<file path="config.mk">
export PLATFORM = sky130hd
export DESIGN_NAME = ama_riscv_hazard_control_flat
export DESIGN_NICKNAME = d
export VERILOG_FILES = /design/src/rtl/ama_riscv_hazard_control_pkg.sv /design/src/rtl/ama_riscv_hazard_control_if.sv /design/src/rtl/ama_riscv_sat_counter.sv /design/src/rtl/ama_riscv_hazard_control.sv /design/src/flat_wrapper.sv
export SDC_FILE = /design/constraint.sdc
export NUM_CORES = 1
export LEC_CHECK = 0
export ABC_AREA = 1
export BUFFER_PORTS_ARGS = -buffer_cell sky130_fd_sc_hd__buf_2
export CORE_ASPECT_RATIO = 0.75
export CORE_MARGIN = 3
export CORE_UTILIZATION = 43
export CTS_CLUSTER_DIAMETER = 30
export DETAILED_ROUTE_END_ITERATION = 8
export HOLD_SLACK_MARGIN = 0.15
export PLACE_DENSITY = 0.66
export SLEW_MARGIN = 10
export SYNTH_ARGS = -nofsm -noshare
export SYNTH_HDL_FRONTEND = slang
export SYNTH_HIERARCHICAL = 1
export SYNTH_SLANG_ARGS = --single-unit
export TNS_END_PERCENT = 5
</file>
<file path="constraint.sdc">
create_clock -name clk -period 2.6 [get_ports clk]
set_input_delay 0.39 -clock clk [delete_from_list [all_inputs] [get_ports clk]]
set_output_delay 0.39 -clock clk [all_outputs]
set_load 0.02 [all_outputs]
</file>
<file path="src/rtl/ama_riscv_hazard_control_pkg.sv">
// Shared types and constants for the hazard sequencer: FSM state encoding,
// the x0 register address and the internal down-counter width.
package ama_riscv_hazard_control_pkg;

    typedef enum logic [1:0] {
        HZ_ST_RST_FLUSH  = 2'd0,
        HZ_ST_RUN        = 2'd1,
        HZ_ST_LOAD_STALL = 2'd2,
        HZ_ST_CTRL_WAIT  = 2'd3
    } hz_state_e;

    localparam logic [4:0] RF_X0_ZERO = 5'd0;

    // One shared down-counter serves both the post-reset flush and the load stall.
    localparam int HZ_CNT_W = 4;

endpackage

</file>
<file path="src/rtl/ama_riscv_hazard_control_if.sv">
// ID/EX hazard inputs and pipeline-control outputs of the hazard sequencer.
// The master is the core datapath and the slave is the hazard block.
interface ama_riscv_hazard_control_if #(
    parameter int CNT_W = 32
);
    logic [4:0]       rs1_id;
    logic [4:0]       rs2_id;
    logic             rs1_used_id;
    logic             rs2_used_id;
    logic             branch_inst_id;
    logic             jump_inst_id;
    logic             load_inst_ex;
    logic             reg_we_ex;
    logic [4:0]       rd_ex;
    logic             cnt_clr;
    logic             stall_if;
    logic             stall_id;
    logic             flush_id;
    logic             bubble_ex;
    logic [1:0]       hz_state;
    logic [CNT_W-1:0] stall_cnt;

    modport master (
        output rs1_id, rs2_id, rs1_used_id, rs2_used_id, branch_inst_id,
               jump_inst_id, load_inst_ex, reg_we_ex, rd_ex, cnt_clr,
        input  stall_if, stall_id, flush_id, bubble_ex, hz_state, stall_cnt
    );

    modport slave (
        input  rs1_id, rs2_id, rs1_used_id, rs2_used_id, branch_inst_id,
               jump_inst_id, load_inst_ex, reg_we_ex, rd_ex, cnt_clr,
        output stall_if, stall_id, flush_id, bubble_ex, hz_state, stall_cnt
    );
endinterface

</file>
<file path="src/rtl/ama_riscv_sat_counter.sv">
// Saturating up-counter with synchronous clear, for performance counters.
module ama_riscv_sat_counter #(
    parameter int W = 32
) (
    input  logic         clk,
    input  logic         rst,
    input  logic         clr,
    input  logic         inc,
    output logic [W-1:0] cnt
);

    logic [W-1:0] cnt_q;
    logic [W-1:0] cnt_d;

    always_comb begin
        cnt_d = cnt_q;
        if (clr)
            cnt_d = '0;
        else if (inc && (cnt_q != {W{1'b1}}))
            cnt_d = cnt_q + 1'b1;
    end

    always_ff @(posedge clk) begin
        if (rst)
            cnt_q <= '0;
        else
            cnt_q <= cnt_d;
    end

    assign cnt = cnt_q;

endmodule

</file>
<file path="src/rtl/ama_riscv_hazard_control.sv">
// Stall/flush sequencer for the 3-stage core: load-use stalls, one-bubble
// control-transfer handling and a forced flush window after reset.
module ama_riscv_hazard_control
    import ama_riscv_hazard_control_pkg::*;
#(
    parameter int RST_FLUSH_CYC = 2,
    parameter int LOAD_LAT      = 1,
    parameter int CNT_W         = 32
) (
    input  logic                          clk,
    input  logic                          rst,
    ama_riscv_hazard_control_if.slave     hz
);

    hz_state_e           state_q, state_d;
    logic [HZ_CNT_W-1:0] dcnt_q, dcnt_d;
    logic                load_use;
    logic                ctrl;
    logic                stall_if, stall_id, flush_id, bubble_ex;

    assign load_use = hz.load_inst_ex && hz.reg_we_ex && (hz.rd_ex != RF_X0_ZERO) &&
                      ((hz.rs1_used_id && (hz.rs1_id == hz.rd_ex)) ||
                       (hz.rs2_used_id && (hz.rs2_id == hz.rd_ex)));
    assign ctrl = hz.branch_inst_id || hz.jump_inst_id;

    always_comb begin
        state_d   = state_q;
        dcnt_d    = dcnt_q;
        stall_if  = 1'b0;
        stall_id  = 1'b0;
        flush_id  = 1'b0;
        bubble_ex = 1'b0;
        case (state_q)
            HZ_ST_RST_FLUSH: begin
                stall_if = 1'b1;
                flush_id = 1'b1;
                dcnt_d   = dcnt_q - 1'b1;
                if (dcnt_q == HZ_CNT_W'(1))
                    state_d = HZ_ST_RUN;
            end
            HZ_ST_RUN: begin
                // load_use wins: a dependent branch is re-seen here once the stall clears
                if (load_use) begin
                    stall_if  = 1'b1;
                    stall_id  = 1'b1;
                    bubble_ex = 1'b1;
                    if (LOAD_LAT > 1) begin
                        state_d = HZ_ST_LOAD_STALL;
                        dcnt_d  = HZ_CNT_W'(LOAD_LAT - 1);
                    end
                end else if (ctrl) begin
                    stall_if = 1'b1;
                    state_d  = HZ_ST_CTRL_WAIT;
                end
            end
            HZ_ST_LOAD_STALL: begin
                stall_if  = 1'b1;
                stall_id  = 1'b1;
                bubble_ex = 1'b1;
                dcnt_d    = dcnt_q - 1'b1;
                if (dcnt_q == HZ_CNT_W'(1))
                    state_d = HZ_ST_RUN;
            end
            HZ_ST_CTRL_WAIT: begin
                flush_id = 1'b1;
                state_d  = HZ_ST_RUN;
            end
            default: state_d = HZ_ST_RST_FLUSH;
        endcase
        if (rst) begin
            stall_if  = 1'b1;
            flush_id  = 1'b1;
            stall_id  = 1'b0;
            bubble_ex = 1'b0;
            state_d   = HZ_ST_RST_FLUSH;
            dcnt_d    = HZ_CNT_W'(RST_FLUSH_CYC);
        end
    end

    always_ff @(posedge clk) begin
        if (rst) begin
            state_q <= HZ_ST_RST_FLUSH;
            dcnt_q  <= HZ_CNT_W'(RST_FLUSH_CYC);
        end else begin
            state_q <= state_d;
            dcnt_q  <= dcnt_d;
        end
    end

    ama_riscv_sat_counter #(.W(CNT_W)) u_stall_cnt (
        .clk (clk),
        .rst (rst),
        .clr (hz.cnt_clr),
        .inc (stall_if || stall_id),
        .cnt (hz.stall_cnt)
    );

    assign hz.stall_if  = stall_if;
    assign hz.stall_id  = stall_id;
    assign hz.flush_id  = flush_id;
    assign hz.bubble_ex = bubble_ex;
    assign hz.hz_state  = rst ? HZ_ST_RST_FLUSH : state_q;

endmodule

</file>
<file path="src/flat_wrapper.sv">
// flat-port wrapper written by rule: the top's interface ports become plain ports
module ama_riscv_hazard_control_flat import ama_riscv_hazard_control_pkg::*;
#(
    parameter int RST_FLUSH_CYC = 2,
    parameter int LOAD_LAT      = 1,
    parameter int CNT_W         = 32
)
  (clk, rst, hz_rs1_id, hz_rs2_id, hz_rs1_used_id, hz_rs2_used_id, hz_branch_inst_id, hz_jump_inst_id, hz_load_inst_ex, hz_reg_we_ex, hz_rd_ex, hz_cnt_clr, hz_stall_if, hz_stall_id, hz_flush_id, hz_bubble_ex, hz_hz_state, hz_stall_cnt);
  ama_riscv_hazard_control_if #(.CNT_W(CNT_W)) hz_i ();
  input  logic clk;
  input  logic rst;
  input wire logic [$bits(hz_i.rs1_id)-1:0] hz_rs1_id;
  input wire logic [$bits(hz_i.rs2_id)-1:0] hz_rs2_id;
  input wire logic [$bits(hz_i.rs1_used_id)-1:0] hz_rs1_used_id;
  input wire logic [$bits(hz_i.rs2_used_id)-1:0] hz_rs2_used_id;
  input wire logic [$bits(hz_i.branch_inst_id)-1:0] hz_branch_inst_id;
  input wire logic [$bits(hz_i.jump_inst_id)-1:0] hz_jump_inst_id;
  input wire logic [$bits(hz_i.load_inst_ex)-1:0] hz_load_inst_ex;
  input wire logic [$bits(hz_i.reg_we_ex)-1:0] hz_reg_we_ex;
  input wire logic [$bits(hz_i.rd_ex)-1:0] hz_rd_ex;
  input wire logic [$bits(hz_i.cnt_clr)-1:0] hz_cnt_clr;
  output wire logic [$bits(hz_i.stall_if)-1:0] hz_stall_if;
  output wire logic [$bits(hz_i.stall_id)-1:0] hz_stall_id;
  output wire logic [$bits(hz_i.flush_id)-1:0] hz_flush_id;
  output wire logic [$bits(hz_i.bubble_ex)-1:0] hz_bubble_ex;
  output wire logic [$bits(hz_i.hz_state)-1:0] hz_hz_state;
  output wire logic [$bits(hz_i.stall_cnt)-1:0] hz_stall_cnt;
  assign hz_i.rs1_id = hz_rs1_id;
  assign hz_i.rs2_id = hz_rs2_id;
  assign hz_i.rs1_used_id = hz_rs1_used_id;
  assign hz_i.rs2_used_id = hz_rs2_used_id;
  assign hz_i.branch_inst_id = hz_branch_inst_id;
  assign hz_i.jump_inst_id = hz_jump_inst_id;
  assign hz_i.load_inst_ex = hz_load_inst_ex;
  assign hz_i.reg_we_ex = hz_reg_we_ex;
  assign hz_i.rd_ex = hz_rd_ex;
  assign hz_i.cnt_clr = hz_cnt_clr;
  assign hz_stall_if = hz_i.stall_if;
  assign hz_stall_id = hz_i.stall_id;
  assign hz_flush_id = hz_i.flush_id;
  assign hz_bubble_ex = hz_i.bubble_ex;
  assign hz_hz_state = hz_i.hz_state;
  assign hz_stall_cnt = hz_i.stall_cnt;
  ama_riscv_hazard_control #(.RST_FLUSH_CYC(RST_FLUSH_CYC), .LOAD_LAT(LOAD_LAT), .CNT_W(CNT_W)) u_core (.clk(clk), .rst(rst), .hz(hz_i));
endmodule
</file>
Yosys cells after proc, flatten, opt, wreduce, memory -nomap -nowiden
Cells that the tools add are included.
- output and inout port bits: 38
- bits of input ports: 24
- logic and storage cells: 44
- register bits: 38
- add/subtract/negate cells: 2
- reductions and logical operators: 15
- equal/unequal tests: 10
- multiplexer cells: 14
- operator list (operator ; number):
    $add A32 B1 Y32 const B ; 1
    $ne A32 B32 Y1 const B ; 1
    $eq A5 B5 Y1 ; 2
    $mux W2 ; 4
    $mux W1 ; 7
    $logic_and A1 B1 Y1 ; 6
    $pmux W2 S3 ; 1
    $reduce_or A2 Y1 ; 3
    $reduce_bool A5 Y1 ; 1
    $eq A2 B2 Y1 const B ; 2
    $eq A4 B1 Y1 const B ; 1
    $ne A2 B1 Y1 const B ; 2
    $pmux W1 S2 ; 2
    $sub A4 B1 Y4 const B ; 1
    $logic_or A1 B1 Y1 ; 3
    $reduce_and A3 Y1 ; 1
    $eq A2 B1 Y1 const B ; 1
    $logic_not A2 Y1 ; 1
    $ne A2 B2 Y1 const B ; 1

Logic depth before layout (Yosys ltp)
- depth in word-level cells: 9
- gate-level depth with buffers: 18
- depth with buffers taken out: 17

Hierarchy
The synthesis kept the hierarchy.
- modules (own cells, without submodules) (module ; area an instance (µm²) ; seq. area each (µm²) ; times used ; cells each):
    ama_riscv_sat_counter ; 2095.8 ; 640.6 ; 1 ; 325
    ama_riscv_hazard_control ; 620.6 ; 120.1 ; 1 ; 115

Worst setup path after synthesis
Ideal clock, no wire load.
- path type: flip-flop to flip-flop
- start point: register u_core.state_q[0]
- end point: register u_core.u_stall_cnt.cnt_q[23], in the netlist u_core/u_stall_cnt/cnt[23]
- cell stages (with the launch flop): 15
- data required time: 2.486 ns
- period minus slack after synthesis: 1.966 ns
- path buffers: 1
- setup time: 0.114 ns
- arrival time: 1.852 ns
- slack: 0.634 ns
- cell sequence: dfxtp_1 -> inv_1 -> ha_1 -> nor2_1 -> inv_1 -> nor2_1 -> nand2_1 -> nand2_1 -> nand3_1 -> buf_2 -> nand3_1 -> nor2_2 -> and2_1 -> a21oi_2 -> nor2_1
- word-level cells in the longest chain between the ends: 6
- elaborated cells on any way between the ends: 10
- those cells by class: 2 x eq/ne; 4 x mux; 4 x reduce/logical
- RTL lines (item ; line ; source):
    from (decl) ; ama_riscv_hazard_control.sv:15 ; hz_state_e state_q, state_d;
    from (signal assigned) ; ama_riscv_hazard_control.sv:85 ; state_q <= state_d;
    $eq A2 B2 Y1 or $logic_not A2 Y1 (tied branches) ; ama_riscv_hazard_control.sv:33 ; case (state_q)
    $reduce_or A2 Y1 (no source line) ; -- ;
    $pmux W1 S2 ; ama_riscv_hazard_control.sv:33 ;
    $mux W1 ; ama_riscv_hazard_control.sv:70 ; if (rst) begin
    $logic_or A1 B1 Y1 (*) ; ama_riscv_hazard_control.sv:94 ; .inc (stall_if || stall_id),
    $logic_and A1 B1 Y1 (*) ; ama_riscv_sat_counter.sv:19 ; else if (inc && (cnt_q != {W{1'b1}}))
    to (signal assigned) ; ama_riscv_sat_counter.sv:27 ; cnt_q <= cnt_d;
    to (decl) ; ama_riscv_sat_counter.sv:12 ; logic [W-1:0] cnt_q;
Mark *: on every way between the ends. The rest lies on a longest branch, timed or not.
A chain may end at the register's enable or synchronous reset.

Worst setup path in the final report
- start point: register u_core.state_q[0]
- end point: register u_core.u_stall_cnt.cnt_q[20], in the netlist u_core/u_stall_cnt/cnt[20]
Same word-level chain as after synthesis.

==> results.cfg <==
[run_status]
status = finished clean

[floorplanning]
die_h_um = 74.8
fp-row-count = 24
die_w_um = 97.8
die-area_sq_um = 7320
ios = 62
core_area_sq_um = 5980
start_util = 0.455

[synth]
yosysSeqAreaShare = 0.280
synth_nets = 471
yosysWarnings = 6
syn-cell-area_sq_um = 2720
synthCells = 440
syn_area_per_cell_sq_um = 6.17
ys_types = 29
synth_seq_cells = 38

[routing]
first_iter_violations = 222
vias_per_cell = 5.05
drt_wl_total_um = 7460
drc = 0
dr.pass1.iters = 5
wl_per_cell_um = 12.8
drtAntennaViolNets = 0
vias = 2939

[clocking]
clock_sinks = 38
cts_max_path_buffers = 2
cts_tree = built
cts_buffers = 5
insertion_delay_ns = 0.29
hold_buffers = 0
cts_resized = 0
cts.clk_slew.worst_paths_ns = 0.08
post_cts_buffers = 0
htreeDepth = 2
clockRootBuffer = clkbuf_8

[setup_path]
setup.worst_path.start = u_core/state_q[0]
crit_path_max_fanout = 8
critical-path-top-delay-family = simple AND/OR/NAND/NOR gates
start_kind = register
rrSetupSlack_ns = 0.28
cpPeakStageDelay_ns = 0.36
arrival_ns = 2.51
timing.rr.start = u_core/state_q[0]
critPathSlowestCell = dfxtp_1
timing.rr.end = u_core/u_stall_cnt/cnt[20]
end_kind = register
crit_buf_inv = 3
worstSetupPathType = register to register
critPathRequiredTime_ns = 2.78
crit_top_cell = nor2_1
ff2ff_path_depth = 14
crit_chain = inv_1 -> ha_1 -> nor2_1 -> inv_1 -> nor2_1 -> nand2_1 -> nand2_1 -> nand3_1 -> nand3_1 -> inv_1 -> nand2_1 -> nor2_1 -> a21oi_1 -> nor2_1

[worst_hold_path]
min_from = rst
hp-class = input pin to register
whs_path_depth = 2
whs_endpoint = u_core/dcnt_q[0]

[power]
switching_share = 0.328
p_leak_uw = 0.00144
p_sw_uw = 573
combPwrFrac = 0.280
ir_drop_v = 0.000363
power_density_nw_per_um2 = 545
clkPwrFrac = 0.348
internal-power_uw = 1180
p_seq_frac = 0.372

[cells_and_area]
fill_cells = 610
layout-drive-gt1-share = 0.220
final_util = 0.537
fin_cells = 582
antennaDiodeCount = 0
layout.nets = 534
syn2layout_area_growth_pct = 18.1
final_common_cell = nand2_1
mostFrequentLayoutCells = nand2_1, nor2_1, buf_2, inv_1, dfxtp_1
seqCellArea_sq_um = 761
multi_input_area_sq_um = 1680

[sta]
drv_slew = 0
setup_viol = 0
tns_ns = 0
finalClockSkew_ns = 0.00774
setup_ws_ns = 0.275
fin_hold_ws_ns = 0.381
max-slew-margin-rel = 0.644
rsz0062_at_grt = false
period_share = 0.894
max_freq_mhz = 430
worst_pin_slew_ns = 0.534
period_needed_ns = 2.32
hold_viol = 0

[global_route]
grt_max_degree = 28
grt_pass1_vias = 2540
grt_antenna_before_repair = 0
grt_pass1_wl_um = 12200
gr-usage-all-layers = 0.207
gr-total-overflow = 0

[placed_design]
place.detailed.hpwl_um = 5900
dp_slack_ns = 0.263
io_buffer_count = 61
gp_congestion = 0.952
dp.cells = 574

[job]
maxCapViolations = 0
[cell type report]
cell class	instances	area share
Sequential cell	38	0.237
Multi-Input combinational cell	342	0.525
Clock buffer	5	0.0215
Timing Repair Buffer	65	0.105
Clock inverter	3	0.0215
Tap cell	78	0.0304
Inverter	51	0.0597
[metal layers]
metal / share of wire / global-route usage / wire length, um / vias up
met1: 0.52 / 0.315 / 3890 / 1330
met2: 0.42 / 0.313 / 3110 / 78
met4: 0.0047 / 0.0338 / 35 / 0
met5: 0 / 0 / 0 / -
li1: - / - / - / 1526
met3: 0.056 / 0.0352 / 415 / 5
[kinds of logic (layout without fill, tap and decap cells)]
group                      Yosys count  after routing  share of synthesized area
and+or+nand+nor                    294            294                      0.504
adders and majority gates            7              7                     0.0322
AOI/OAI and AO/OA                   39             39                     0.0769
buffers and inverters               60            124                      0.100
xor gates and xnor gates             2              2                    0.00645
DFF                                 38             38                      0.280
[worst register-to-register path, delay by kind of cell (launching register included)]
kind | cells | cell delay, ns
AO/OA/AOI/OAI | 1 | 0.12
AND/OR/NAND/NOR | 9 | 1.16
adder cells (fa/ha/maj) | 1 | 0.22
flip-flops | 1 | 0.36
buffers and inverters | 3 | 0.35
[stage by stage]
stage	area (sq um)	power, uW
after floorplan	2720	1000
after global placement	3070	1140
after detailed placement	3070	1150
after CTS	3210	1760
after global routing	3210	1860
final	3210	1750
[power by group through the flow]
stage          Combinational (uW)  Sequential [uW]  Clock, uW
2_1_floorplan                 338              665          0
3_3_place_gp                  473              664          0
3_5_place_dp                  484              665          0
4_1_cts                       488              651        622
5_1_grt                       554              659        646
6_report                      489              651        608
[worst max-delay path by stage]
| stage | to | slack (ns) | cells past startpoint |
|---|---|---|---|
| after floorplan | u_core/u_stall_cnt/cnt[23] | 0.63 | 14 |
| after global placement | u_core/u_stall_cnt/cnt[20] | 0.34 | 17 |
| after detailed placement | u_core/u_stall_cnt/cnt[20] | 0.26 | 17 |
| after CTS | u_core/u_stall_cnt/cnt[20] | 0.30 | 14 |
| after global routing | u_core/u_stall_cnt/cnt[20] | 0.05 | 14 |
| final | u_core/u_stall_cnt/cnt[20] | 0.28 | 14 |
[registers in the layout, summed over array words and instances, names as in the netlist]
register and count:
u_core/u_stall_cnt/cnt 32, u_core/state_q 2, u_core/dcnt_q 4
[cells in the mapped netlist]
cell type    n  share of area
or2_2        1         0.0023
xnor2_1      1         0.0032
nand2_4      3          0.012
buf_2        2         0.0037
buf_4        1         0.0028
nor2_4       7          0.029
nor2_2      10          0.023
nand3b_4     1         0.0074
nand3_2      4          0.015
a31oi_1      5          0.012
nor2_1      81           0.11
inv_1       48          0.066
inv_2        3         0.0041
xor2_1       1         0.0032
and2_1       2         0.0046
nand3b_1     2         0.0055
nor3_1       4         0.0074
nand4_1     17          0.039
dfxtp_1     38           0.28
clkbuf_8     1         0.0051
o21ai_0      6          0.011
buf_6        4          0.017
ha_1         7          0.032
a21oi_2      2         0.0064
nand2_1    119           0.16
buf_1        1         0.0014
nand2_2      7          0.016
a21oi_1     26          0.048
nand3_1     36          0.066
Note: power is estimated with default switching activity, not from simulation.
